`src/rtl/rob_recovery_ctrl_pkg.sv`:
```
// Shared types and sizing for the retire-side recovery sequencer.
// Retire width and recovery timing defaults sit beside the ROB sizing constants.
package rob_recovery_ctrl_pkg;

    localparam int ROB_RETIRE_W          = 3;
    localparam int XLEN_DEFAULT          = 32;
    localparam int SETTLE_CYCLES_DEFAULT = 2;
    localparam int DRAIN_MAX_DEFAULT     = 64;

    typedef enum logic [2:0] {
        ST_IDLE     = 3'd0,
        ST_FLUSH    = 3'd1,
        ST_SETTLE   = 3'd2,
        ST_DRAIN    = 3'd3,
        ST_REDIRECT = 3'd4,
        ST_HALTED   = 3'd5
    } rec_state_e;

    typedef enum logic [1:0] {
        EVT_NONE    = 2'd0,
        EVT_RECOVER = 2'd1,
        EVT_HALT    = 2'd2
    } evt_kind_e;

    typedef struct packed {
        logic                    valid;
        logic                    recover;
        logic                    halt;
        logic [XLEN_DEFAULT-1:0] target;
    } retire_evt_t;

endpackage

```
`src/rtl/rob_recovery_ctrl_if.sv`:
```
// Retire group, store-queue, fetch redirect and status bundle for rob_recovery_ctrl.
interface rob_recovery_ctrl_if
    import rob_recovery_ctrl_pkg::*;
#(
    parameter int XLEN = XLEN_DEFAULT
);
    logic [ROB_RETIRE_W-1:0]           ret_valid;
    logic [ROB_RETIRE_W-1:0]           ret_recover;
    logic [ROB_RETIRE_W-1:0][XLEN-1:0] ret_target;
    logic [ROB_RETIRE_W-1:0]           ret_halt;
    logic                              sq_empty;
    logic                              fetch_ack;
    logic [ROB_RETIRE_W-1:0]           retire_mask;
    logic                              rec_enable;
    logic                              redirect_valid;
    logic [XLEN-1:0]                   redirect_pc;
    logic                              dispatch_stall;
    logic                              halted;
    logic [31:0]                       perf_recoveries;
    logic [31:0]                       perf_stall_cycles;

    modport master (
        output ret_valid, ret_recover, ret_target, ret_halt, sq_empty, fetch_ack,
        input  retire_mask, rec_enable, redirect_valid, redirect_pc, dispatch_stall,
               halted, perf_recoveries, perf_stall_cycles
    );

    modport slave (
        input  ret_valid, ret_recover, ret_target, ret_halt, sq_empty, fetch_ack,
        output retire_mask, rec_enable, redirect_valid, redirect_pc, dispatch_stall,
               halted, perf_recoveries, perf_stall_cycles
    );
endinterface

```
`src/rtl/rob_recovery_ctrl_retire_event_pick.sv`:
```
// Oldest-first event picker over the retire group (slot 2 oldest).
// Halt outranks recover when both sit in the same slot.
module retire_event_pick
    import rob_recovery_ctrl_pkg::*;
(
    input  retire_evt_t [ROB_RETIRE_W-1:0] evt,
    output logic [ROB_RETIRE_W-1:0]        mask,
    output evt_kind_e                      win_kind,
    output logic [XLEN_DEFAULT-1:0]        win_target
);
    logic       found;
    logic [1:0] win_idx;

    always_comb begin
        mask     = '0;
        win_kind = EVT_NONE;
        win_idx  = '0;
        found    = 1'b0;
        for (int i = ROB_RETIRE_W - 1; i >= 0; i--) begin
            if (!found && evt[i].valid) begin
                mask[i] = 1'b1;
                if (evt[i].halt) begin
                    found    = 1'b1;
                    win_kind = EVT_HALT;
                    win_idx  = 2'(i);
                end else if (evt[i].recover) begin
                    found    = 1'b1;
                    win_kind = EVT_RECOVER;
                    win_idx  = 2'(i);
                end
            end
        end
    end

    assign win_target = evt[win_idx].target;

endmodule

```
`src/rtl/rob_recovery_ctrl.sv`:
```
// Retire-side commit gating and mispredict recovery sequencer (flush, settle, drain, redirect).
// Optional perf counters are built only when RECOVERY_PERF_EN is defined.
module rob_recovery_ctrl
    import rob_recovery_ctrl_pkg::*;
#(
    parameter int XLEN          = XLEN_DEFAULT,
    parameter int SETTLE_CYCLES = SETTLE_CYCLES_DEFAULT,
    parameter int DRAIN_MAX     = DRAIN_MAX_DEFAULT
) (
    input logic clk,
    input logic rst,
    rob_recovery_ctrl_if.slave bus
);
    localparam int DRAIN_W = $clog2(DRAIN_MAX);

    retire_evt_t [ROB_RETIRE_W-1:0] evt;
    logic [ROB_RETIRE_W-1:0]        pick_mask;
    evt_kind_e                      win_kind;
    logic [XLEN_DEFAULT-1:0]        win_target;

    rec_state_e          state_q, state_d;
    logic [3:0]          settle_q, settle_d;
    logic [DRAIN_W-1:0]  drain_q, drain_d;
    logic [XLEN-1:0]     redirect_pc_q;
    logic                start_rec;

    logic [ROB_RETIRE_W-1:0] retire_mask;
    logic                    rec_enable, redirect_valid, dispatch_stall, halted;

    always_comb begin
        for (int i = 0; i < ROB_RETIRE_W; i++) begin
            evt[i].valid   = bus.ret_valid[i];
            evt[i].recover = bus.ret_recover[i];
            evt[i].halt    = bus.ret_halt[i];
            evt[i].target  = bus.ret_target[i];
        end
    end

    retire_event_pick u_pick (
        .evt        (evt),
        .mask       (pick_mask),
        .win_kind   (win_kind),
        .win_target (win_target)
    );

    // Retire inputs only matter in IDLE, which is what rules out nested recovery.
    assign start_rec = (state_q == ST_IDLE) && (win_kind == EVT_RECOVER);

    always_ff @(posedge clk) begin
        if (rst) begin
            state_q       <= ST_IDLE;
            settle_q      <= '0;
            drain_q       <= '0;
            redirect_pc_q <= '0;
        end else begin
            state_q  <= state_d;
            settle_q <= settle_d;
            drain_q  <= drain_d;
            if (start_rec)
                redirect_pc_q <= win_target;
        end
    end

    always_comb begin
        state_d        = state_q;
        settle_d       = settle_q;
        drain_d        = drain_q;
        retire_mask    = '0;
        rec_enable     = 1'b0;
        redirect_valid = 1'b0;
        dispatch_stall = 1'b0;
        halted         = 1'b0;
        unique case (state_q)
            ST_IDLE: begin
                retire_mask = pick_mask;
                if (win_kind == EVT_HALT)
                    state_d = ST_HALTED;
                else if (win_kind == EVT_RECOVER)
                    state_d = ST_FLUSH;
            end
            ST_FLUSH: begin
                rec_enable     = 1'b1;
                dispatch_stall = 1'b1;
                settle_d       = 4'(SETTLE_CYCLES - 1);
                state_d        = ST_SETTLE;
            end
            ST_SETTLE: begin
                dispatch_stall = 1'b1;
                if (settle_q == '0) begin
                    state_d = ST_DRAIN;
                    drain_d = '0;
                end else begin
                    settle_d = settle_q - 4'd1;
                end
            end
            ST_DRAIN: begin
                dispatch_stall = 1'b1;
                // A stuck store queue must not wedge the front end forever.
                if (bus.sq_empty || drain_q == DRAIN_W'(DRAIN_MAX - 1))
                    state_d = ST_REDIRECT;
                else
                    drain_d = drain_q + 1'b1;
            end
            ST_REDIRECT: begin
                dispatch_stall = 1'b1;
                redirect_valid = 1'b1;
                if (bus.fetch_ack)
                    state_d = ST_IDLE;
            end
            ST_HALTED: begin
                dispatch_stall = 1'b1;
                halted         = 1'b1;
            end
            default: state_d = ST_IDLE;
        endcase
    end

    assign bus.retire_mask    = retire_mask;
    assign bus.rec_enable     = rec_enable;
    assign bus.redirect_valid = redirect_valid;
    assign bus.redirect_pc    = redirect_pc_q;
    assign bus.dispatch_stall = dispatch_stall;
    assign bus.halted         = halted;

`ifdef RECOVERY_PERF_EN
    logic [31:0] perf_rec_q, perf_stall_q;

    always_ff @(posedge clk) begin
        if (rst) begin
            perf_rec_q   <= '0;
            perf_stall_q <= '0;
        end else begin
            if (start_rec)
                perf_rec_q <= perf_rec_q + 32'd1;
            if (dispatch_stall)
                perf_stall_q <= perf_stall_q + 32'd1;
        end
    end

    assign bus.perf_recoveries   = perf_rec_q;
    assign bus.perf_stall_cycles = perf_stall_q;
`else
    assign bus.perf_recoveries   = '0;
    assign bus.perf_stall_cycles = '0;
`endif

endmodule

```
`src/flat_wrapper.sv`:
```
// flat-port wrapper written by rule: the top's interface ports become plain ports
module rob_recovery_ctrl_flat import rob_recovery_ctrl_pkg::*;
#(
    parameter int XLEN          = XLEN_DEFAULT,
    parameter int SETTLE_CYCLES = SETTLE_CYCLES_DEFAULT,
    parameter int DRAIN_MAX     = DRAIN_MAX_DEFAULT
)
  (clk, rst, bus_ret_valid, bus_ret_recover, bus_ret_target, bus_ret_halt, bus_sq_empty, bus_fetch_ack, bus_retire_mask, bus_rec_enable, bus_redirect_valid, bus_redirect_pc, bus_dispatch_stall, bus_halted, bus_perf_recoveries, bus_perf_stall_cycles);
  rob_recovery_ctrl_if #(.XLEN(XLEN)) bus_i ();
  input logic clk;
  input logic rst;
  input wire logic [$bits(bus_i.ret_valid)-1:0] bus_ret_valid;
  input wire logic [$bits(bus_i.ret_recover)-1:0] bus_ret_recover;
  input wire logic [$bits(bus_i.ret_target)-1:0] bus_ret_target;
  input wire logic [$bits(bus_i.ret_halt)-1:0] bus_ret_halt;
  input wire logic [$bits(bus_i.sq_empty)-1:0] bus_sq_empty;
  input wire logic [$bits(bus_i.fetch_ack)-1:0] bus_fetch_ack;
  output wire logic [$bits(bus_i.retire_mask)-1:0] bus_retire_mask;
  output wire logic [$bits(bus_i.rec_enable)-1:0] bus_rec_enable;
  output wire logic [$bits(bus_i.redirect_valid)-1:0] bus_redirect_valid;
  output wire logic [$bits(bus_i.redirect_pc)-1:0] bus_redirect_pc;
  output wire logic [$bits(bus_i.dispatch_stall)-1:0] bus_dispatch_stall;
  output wire logic [$bits(bus_i.halted)-1:0] bus_halted;
  output wire logic [$bits(bus_i.perf_recoveries)-1:0] bus_perf_recoveries;
  output wire logic [$bits(bus_i.perf_stall_cycles)-1:0] bus_perf_stall_cycles;
  assign bus_i.ret_valid = bus_ret_valid;
  assign bus_i.ret_recover = bus_ret_recover;
  assign bus_i.ret_target = bus_ret_target;
  assign bus_i.ret_halt = bus_ret_halt;
  assign bus_i.sq_empty = bus_sq_empty;
  assign bus_i.fetch_ack = bus_fetch_ack;
  assign bus_retire_mask = bus_i.retire_mask;
  assign bus_rec_enable = bus_i.rec_enable;
  assign bus_redirect_valid = bus_i.redirect_valid;
  assign bus_redirect_pc = bus_i.redirect_pc;
  assign bus_dispatch_stall = bus_i.dispatch_stall;
  assign bus_halted = bus_i.halted;
  assign bus_perf_recoveries = bus_i.perf_recoveries;
  assign bus_perf_stall_cycles = bus_i.perf_stall_cycles;
  rob_recovery_ctrl #(.XLEN(XLEN), .SETTLE_CYCLES(SETTLE_CYCLES), .DRAIN_MAX(DRAIN_MAX)) u_core (.clk(clk), .rst(rst), .bus(bus_i));
endmodule
```
`config.mk`:
```
export PLATFORM = sky130hd
export DESIGN_NAME = rob_recovery_ctrl_flat
export DESIGN_NICKNAME = d
export VERILOG_FILES = /design/src/rtl/rob_recovery_ctrl_pkg.sv /design/src/rtl/rob_recovery_ctrl_if.sv /design/src/rtl/rob_recovery_ctrl_retire_event_pick.sv /design/src/rtl/rob_recovery_ctrl.sv /design/src/flat_wrapper.sv
export SDC_FILE = /design/constraint.sdc
export NUM_CORES = 1
export LEC_CHECK = 0
export CAP_MARGIN = 40
export CELL_PAD_IN_SITES_DETAIL_PLACEMENT = 1
export CELL_PAD_IN_SITES_GLOBAL_PLACEMENT = 1
export CORE_MARGIN = 3
export CORE_UTILIZATION = 26
export DETAILED_ROUTE_END_ITERATION = 8
export GPL_TIMING_DRIVEN = 0
export PLACE_DENSITY_LB_ADDON = 0.1
export SLEW_MARGIN = 5
export SYNTH_ARGS = -nofsm -noshare
export SYNTH_HDL_FRONTEND = slang
export SYNTH_HIERARCHICAL = 1
export SYNTH_SLANG_ARGS = --single-unit
```
`constraint.sdc`:
```
create_clock -name clk -period 5.5 [get_ports clk]
set_input_delay 1.1 -clock clk [delete_from_list [all_inputs] [get_ports clk]]
set_output_delay 1.1 -clock clk [all_outputs]
set_load 0.1 [all_outputs]
```
Yosys cells after proc, flatten, opt, wreduce, memory -nomap -nowiden

Cells that the tools add are included.

Bits in registers: 45
Output and inout port bits: 103

$add $sub $neg: 2
$lt $le $gt $ge: 1
Eq/ne operators: 14
Muxes and demuxes: 45
Bitwise operators: 1
Reductions and logical operators: 14

Operators with widths:

| kind                  | count |
|---|---|
| $bmux W35 S2          | 1 |
| $mux W2               | 17 |
| $mux W32              | 1 |
| $mux W3               | 6 |
| $pmux W3 S6           | 1 |
| $mux W1               | 14 |
| $mux W6               | 2 |
| $pmux W6 S2           | 1 |
| $pmux W4 S2           | 1 |
| $add A6 B1 Y6 const B | 1 |
| $eq A3 B2 Y1 const B  | 2 |
| $eq A3 B3 Y1 const B  | 2 |
| $eq A6 B6 Y1 const B  | 1 |
| $ne A2 B2 Y1 const B  | 3 |
| $reduce_and A5 Y1     | 1 |
| $reduce_or A5 Y1      | 1 |
| $logic_not A4 Y1      | 1 |
| $mux W4               | 1 |
| $ne A2 B1 Y1 const B  | 2 |
| $reduce_bool A2 Y1    | 2 |
| $sub A4 B1 Y4 const B | 1 |
| $eq A3 B1 Y1 const B  | 1 |
| $logic_and A1 B1 Y1   | 3 |
| $logic_not A3 Y1      | 1 |
| other kinds (9)       | 10 |

Logic depth before layout (Yosys ltp)

Depth after elaboration: 13
Depth in mapped cells: 10
Mapped depth without buffers: 7

Modules after synthesis

The synthesis kept the hierarchy.

Modules (own cells, without submodules):

| module            | times used | cells an instance | area an instance (µm²) | sequential area each (µm²) |
|---|---|---|---|---|
| rob_recovery_ctrl | 1          | 303               | 2419.8                 | 900.9 |
| retire_event_pick | 1          | 120               | 797.0                  | 0.0 |

Worst setup path before layout

Ideal clock, no wire load.

Path type: reg-to-output
Start: register u_core.state_q[2]
End: output port bus_redirect_valid
Arrival time: 2.745 ns
Required time: 4.400 ns
Slack: 1.655 ns
Cell stages (with the launch flop): 3
Cells stage by stage: dfxtp_1 -> buf_4 -> nor3b_1

Word-level cells in the longest chain between the ends: 2

RTL lines:

| item                   | line                    | RTL |
|---|---|---|
| from (decl)            | rob_recovery_ctrl.sv:21 | `rec_state_e state_q, state_d;` |
| from (signal assigned) | rob_recovery_ctrl.sv:56 | `state_q <= state_d;` |
| $eq A3 B3 Y1           | rob_recovery_ctrl.sv:73 | `unique case (state_q)` |
| $mux W1                | rob_recovery_ctrl.sv:73 |  |
| to (decl)              | flat_wrapper.sv:20      | `output wire logic [$bits(bus_i.redirect_valid)-1:0] bus_redirect_valid;` |

No other way between the ends.

Final worst setup path

Start: input port bus_ret_halt[2]
End: output port bus_retire_mask[0]

Word-level cells in the longest chain between the ends: 9
Elaborated cells between the ends (all ways): 11

RTL lines:

| item                                           | line                                                                                 | RTL |
|---|---|---|
| from (decl)                                    | flat_wrapper.sv:15                                                                   | `input wire logic [$bits(bus_i.ret_halt)-1:0] bus_ret_halt;` |
| $mux W1 *                                      | rob_recovery_ctrl_retire_event_pick.sv:22                                            | `if (evt[i].halt) begin` |
| $mux W1 *                                      | rob_recovery_ctrl_retire_event_pick.sv:20                                            | `if (!found && evt[i].valid) begin` |
| $mux W1 or $logic_not A1 Y1 (tied branches)    | rob_recovery_ctrl_retire_event_pick.sv:26, rob_recovery_ctrl_retire_event_pick.sv:20 |  |
| $mux W1 or $logic_and A1 B1 Y1 (tied branches) | rob_recovery_ctrl_retire_event_pick.sv:22, rob_recovery_ctrl_retire_event_pick.sv:20 |  |
| $mux W1 *                                      | rob_recovery_ctrl_retire_event_pick.sv:20                                            |  |
| $logic_not A1 Y1 *                             | rob_recovery_ctrl_retire_event_pick.sv:20                                            |  |
| $logic_and A1 B1 Y1 *                          | rob_recovery_ctrl_retire_event_pick.sv:20                                            |  |
| $mux W1 *                                      | rob_recovery_ctrl_retire_event_pick.sv:20                                            |  |
| named net u_core.pick_mask[0]                  | rob_recovery_ctrl.sv:17                                                              | `logic [ROB_RETIRE_W-1:0] pick_mask;` |
| $mux W3 *                                      | rob_recovery_ctrl.sv:73                                                              |  |
| to (decl)                                      | flat_wrapper.sv:18                                                                   | `output wire logic [$bits(bus_i.retire_mask)-1:0] bus_retire_mask;` |

Mark *: on every way through the listed nets, which the timed path passes. The rest lies on a longest branch.

==> out/summary.txt <==
Status: finished clean
NetSw: 0.000930 W
Comb pwr share: 61.5%
Hold Crit Class: flip-flop to flip-flop
DRC Markers: 0
Largest area contributor in the netlist: dfxtp_1
Final period util: 79.5%
Pin slew with the least headroom to its limit: 514 ps
Final Hold Fails: 0
Vias in the first global route: 3894
Layout Cells excl Fill: 845
Static leakage: 2.69 nW
Max Cap Violations: 0
R2R Setup Slk: 3640 ps
Flops & latches, synth: 45
P per Cell Area: 324 mW/mm^2
Worst-path fanout max: 10
Crit path kind: input pin to output pin
Ys Warns: 6
DP Worst Slack: 1100 ps
Final net count: 791
Mapped Cells: 423
Sequential share of power: 19.2%
Clk_lat worst skew: 280 ps
Clock transition at the registers of the reported paths: 60 ps
Clock Tree Buf Depth: 2
RSZ-0062 raised after global routing: no
Setup TNS: 0 ps
Reg area: 901 sq um
# port buffers: 147
Post-CTS setup buffers: 0
Vias post-DR: 3643
VDD IR max: 303 uV
DRT iter0 DRCs: 83
Largest net degree at the start of global routing: 15
Row cnt: 39
Fill cell count: 1381
Full die area: 0.0137 sq mm
Minimum clock period: 4370 ps
Area contributors post-synth: dfxtp_1, buf_4, a21oi_1
CP required: 4400 ps
Worst setup margin: 1130 ps
RR Startpoint: u_core/settle_q[0]
Switching Share: 46.1%
# hold bufs at CTS: 0
Number of buffers created by CTS: 5
R2R cell count: 7
Drt pass-1 iters: 4
Final setup viols: 0
Slew HR: 65.7%
CTS tree: built
Antenna violations before repair: 1
Placer Congestion: 0.797
Initial Util: 27.4%
Asr flop ratio synth: 0%
Netlist cell types: 49
Die W: 117 microns
Multi-input gate area: 0.00186 sq mm
Clock network power share: 19.2%
Worst setup endpoint: bus_retire_mask[0]
Seq/Total Area, Yosys: 28.0%
Critical path launch point type: input pin
Number of synthesized flops with an enable pin: 0
Placed cell area: 0.00604 sq mm
Area Growth Syn to Fin: 93.8%
Mapped Area: 0.00322 sq mm
# IOs: 212
Internal power of the cells: 0.00109 W
First-pass GRT wire length: 19500 microns
Layout cell share with drive strength beyond 1: 20.0%
Max-slew violations: 0
Dpl hpwl: 10500 microns
Die H: 117 microns
F_max: 229 MHz
DP Cell Count: 836
Post-route cell area: 0.00623 sq mm
Worst Setup SP: bus_ret_halt[2]
Root buf cell: clkbuf_16
Htree depth: 2
Post-Route WL: 12600 microns
Mapped Avg Cell Area: 7.60 sq um
Grt total ovfl: 0
Tot GR Track Use: 17.8%
Worst Path Arrival: 3270 ps
Clock Sinks: 45
CTS resizes: 0
Clock Skew: 4.90 ps
Mean number of vias per cell: 4.31
RR Endpoint: u_core/state_q[2]
Routed wire per std cell: 14.9 microns
PnR Total Power: 0.00202 W
Post-synth top area share: 28.0%
Setup crit end kind: output pin
Post-synth top flop: dfxtp_1
Area of the core: 0.0118 sq mm
Post-route ant nets: 0
[cells by family after synthesis]
kind of cell / Yosys count / share of synthesized area [%]
xor gates and xnor gates: 3 / 0.817
other: 1 / 0.117
and+or+nand+nor: 149 / 21.3
AOI/OAI and AO/OA: 90 / 16.1
adders and majority gates: 3 / 1.17
muxes: 35 / 11.0
DFF: 45 / 28.0
buffers and inverters: 97 / 21.5
[power groups by stage]
| stage | Combinational (W) | Sequential, W | Clock, W |
|---|---|---|---|
| 2_1_floorplan | 0.000625 | 0.000565 | 0 |
| 3_3_place_gp | 0.00103 | 0.000394 | 0 |
| 3_5_place_dp | 0.00125 | 0.000396 | 0 |
| 4_1_cts | 0.00125 | 0.000389 | 0.000398 |
| 5_1_grt | 0.00131 | 0.000393 | 0.000411 |
| 6_report | 0.00124 | 0.000388 | 0.000389 |
[through the flow]
stage	utilization [%]	hold WS, ps
6_report	53.0	457
2_1_floorplan	-	449
5_1_grt	53.0	473
4_1_cts	53.0	460
3_3_place_gp	43.6	442
3_5_place_dp	51.4	451
[metal layers]
metal	vias up	track usage, %	routed length [microns]
met5	-	0	0
met4	0	5.58	273
met3	21	4.22	1040
met2	151	32.6	6150
met1	1662	20.4	5120
li1	1809	-	-
[worst max-delay path, cell delays in order]
cell	delay (ps)
clkdlybuf4s50_1	460
o21ai_2	330
buf_2	300
and3_1	170
and2_1	120
clkdlybuf4s50_1	580
buf_16	200
[synth_stat cells, drive strengths merged, types with 2 or more instances]
master and instances:
clkbuf 12, nand2b 4, buf 81, a211oi 2
mux2i 33, nand4 3, a21boi 2, nor2b 3
nand3 4, ha 3, mux2 2, inv 4
a21oi 70, nor2 37, or2 2, o21ai 6
nor3 6, and2 4, dfxtp 45, a311oi 5
nor3b 3, nand2 73, xor2 2, nand3b 3
[sequential cells by signal, indices dropped and copies added, names as in the netlist]
name,count
u_core/bus.redirect_pc,32
u_core/drain_q,6
u_core/settle_q,4
u_core/state_q,3
[how the worst min path moves through the flow]
stage,from,to,slack [ps],cells past startpoint
after detailed placement,u_core/bus.redirect_pc[31],u_core/bus.redirect_pc[31],450,2
after floorplan,u_core/drain_q[5],u_core/drain_q[5],450,1
final,u_core/bus.redirect_pc[31],u_core/bus.redirect_pc[31],460,2
after global placement,u_core/bus.redirect_pc[28],u_core/bus.redirect_pc[28],440,2
after global routing,u_core/bus.redirect_pc[17],u_core/bus.redirect_pc[17],470,2
after CTS,u_core/bus.redirect_pc[31],u_core/bus.redirect_pc[31],460,2
[cells in the final DEF, fill, tap and decap left out, types with 2 or more instances in the layout]
| cell type | n |
|---|---|
| o21ai_2 | 2 |
| nand3b_1 | 3 |
| o21ai_1 | 3 |
| and2_1 | 4 |
| buf_2 | 7 |
| nor3b_2 | 2 |
| buf_12 | 3 |
| a21oi_1 | 68 |
| nor2_1 | 37 |
| bufinv_16 | 2 |
| nand2_1 | 73 |
| ha_1 | 3 |
| nor3_1 | 5 |
| inv_1 | 4 |
| buf_8 | 13 |
| a311oi_1 | 5 |
| buf_4 | 70 |
| nand2b_1 | 4 |
| dfxtp_1 | 45 |
| clkbuf_1 | 12 |
| xor2_1 | 2 |
| mux2_1 | 2 |
| conb_1 | 64 |
| a211oi_1 | 2 |
| nand3_1 | 4 |
| clkdlybuf4s50_1 | 147 |
| nor2b_1 | 3 |
| nand4_1 | 3 |
| mux2i_1 | 33 |
| buf_16 | 26 |
| clkbuf_16 | 5 |
[layout make-up]
| class | instances | share of cell area [%] |
|---|---|---|
| timing repair buffer | 186 | 38.2 |
| sequential | 45 | 14.5 |
| buffer | 93 | 10.9 |
| clock inverter | 3 | 1.04 |
| inverter | 4 | 0.241 |
| multi-input combinational | 344 | 29.8 |
| clock buffer | 5 | 2.01 |
| tap | 164 | 3.29 |
| antenna | 1 | 0.0401 |
Power figures use the tool's default switching activity.
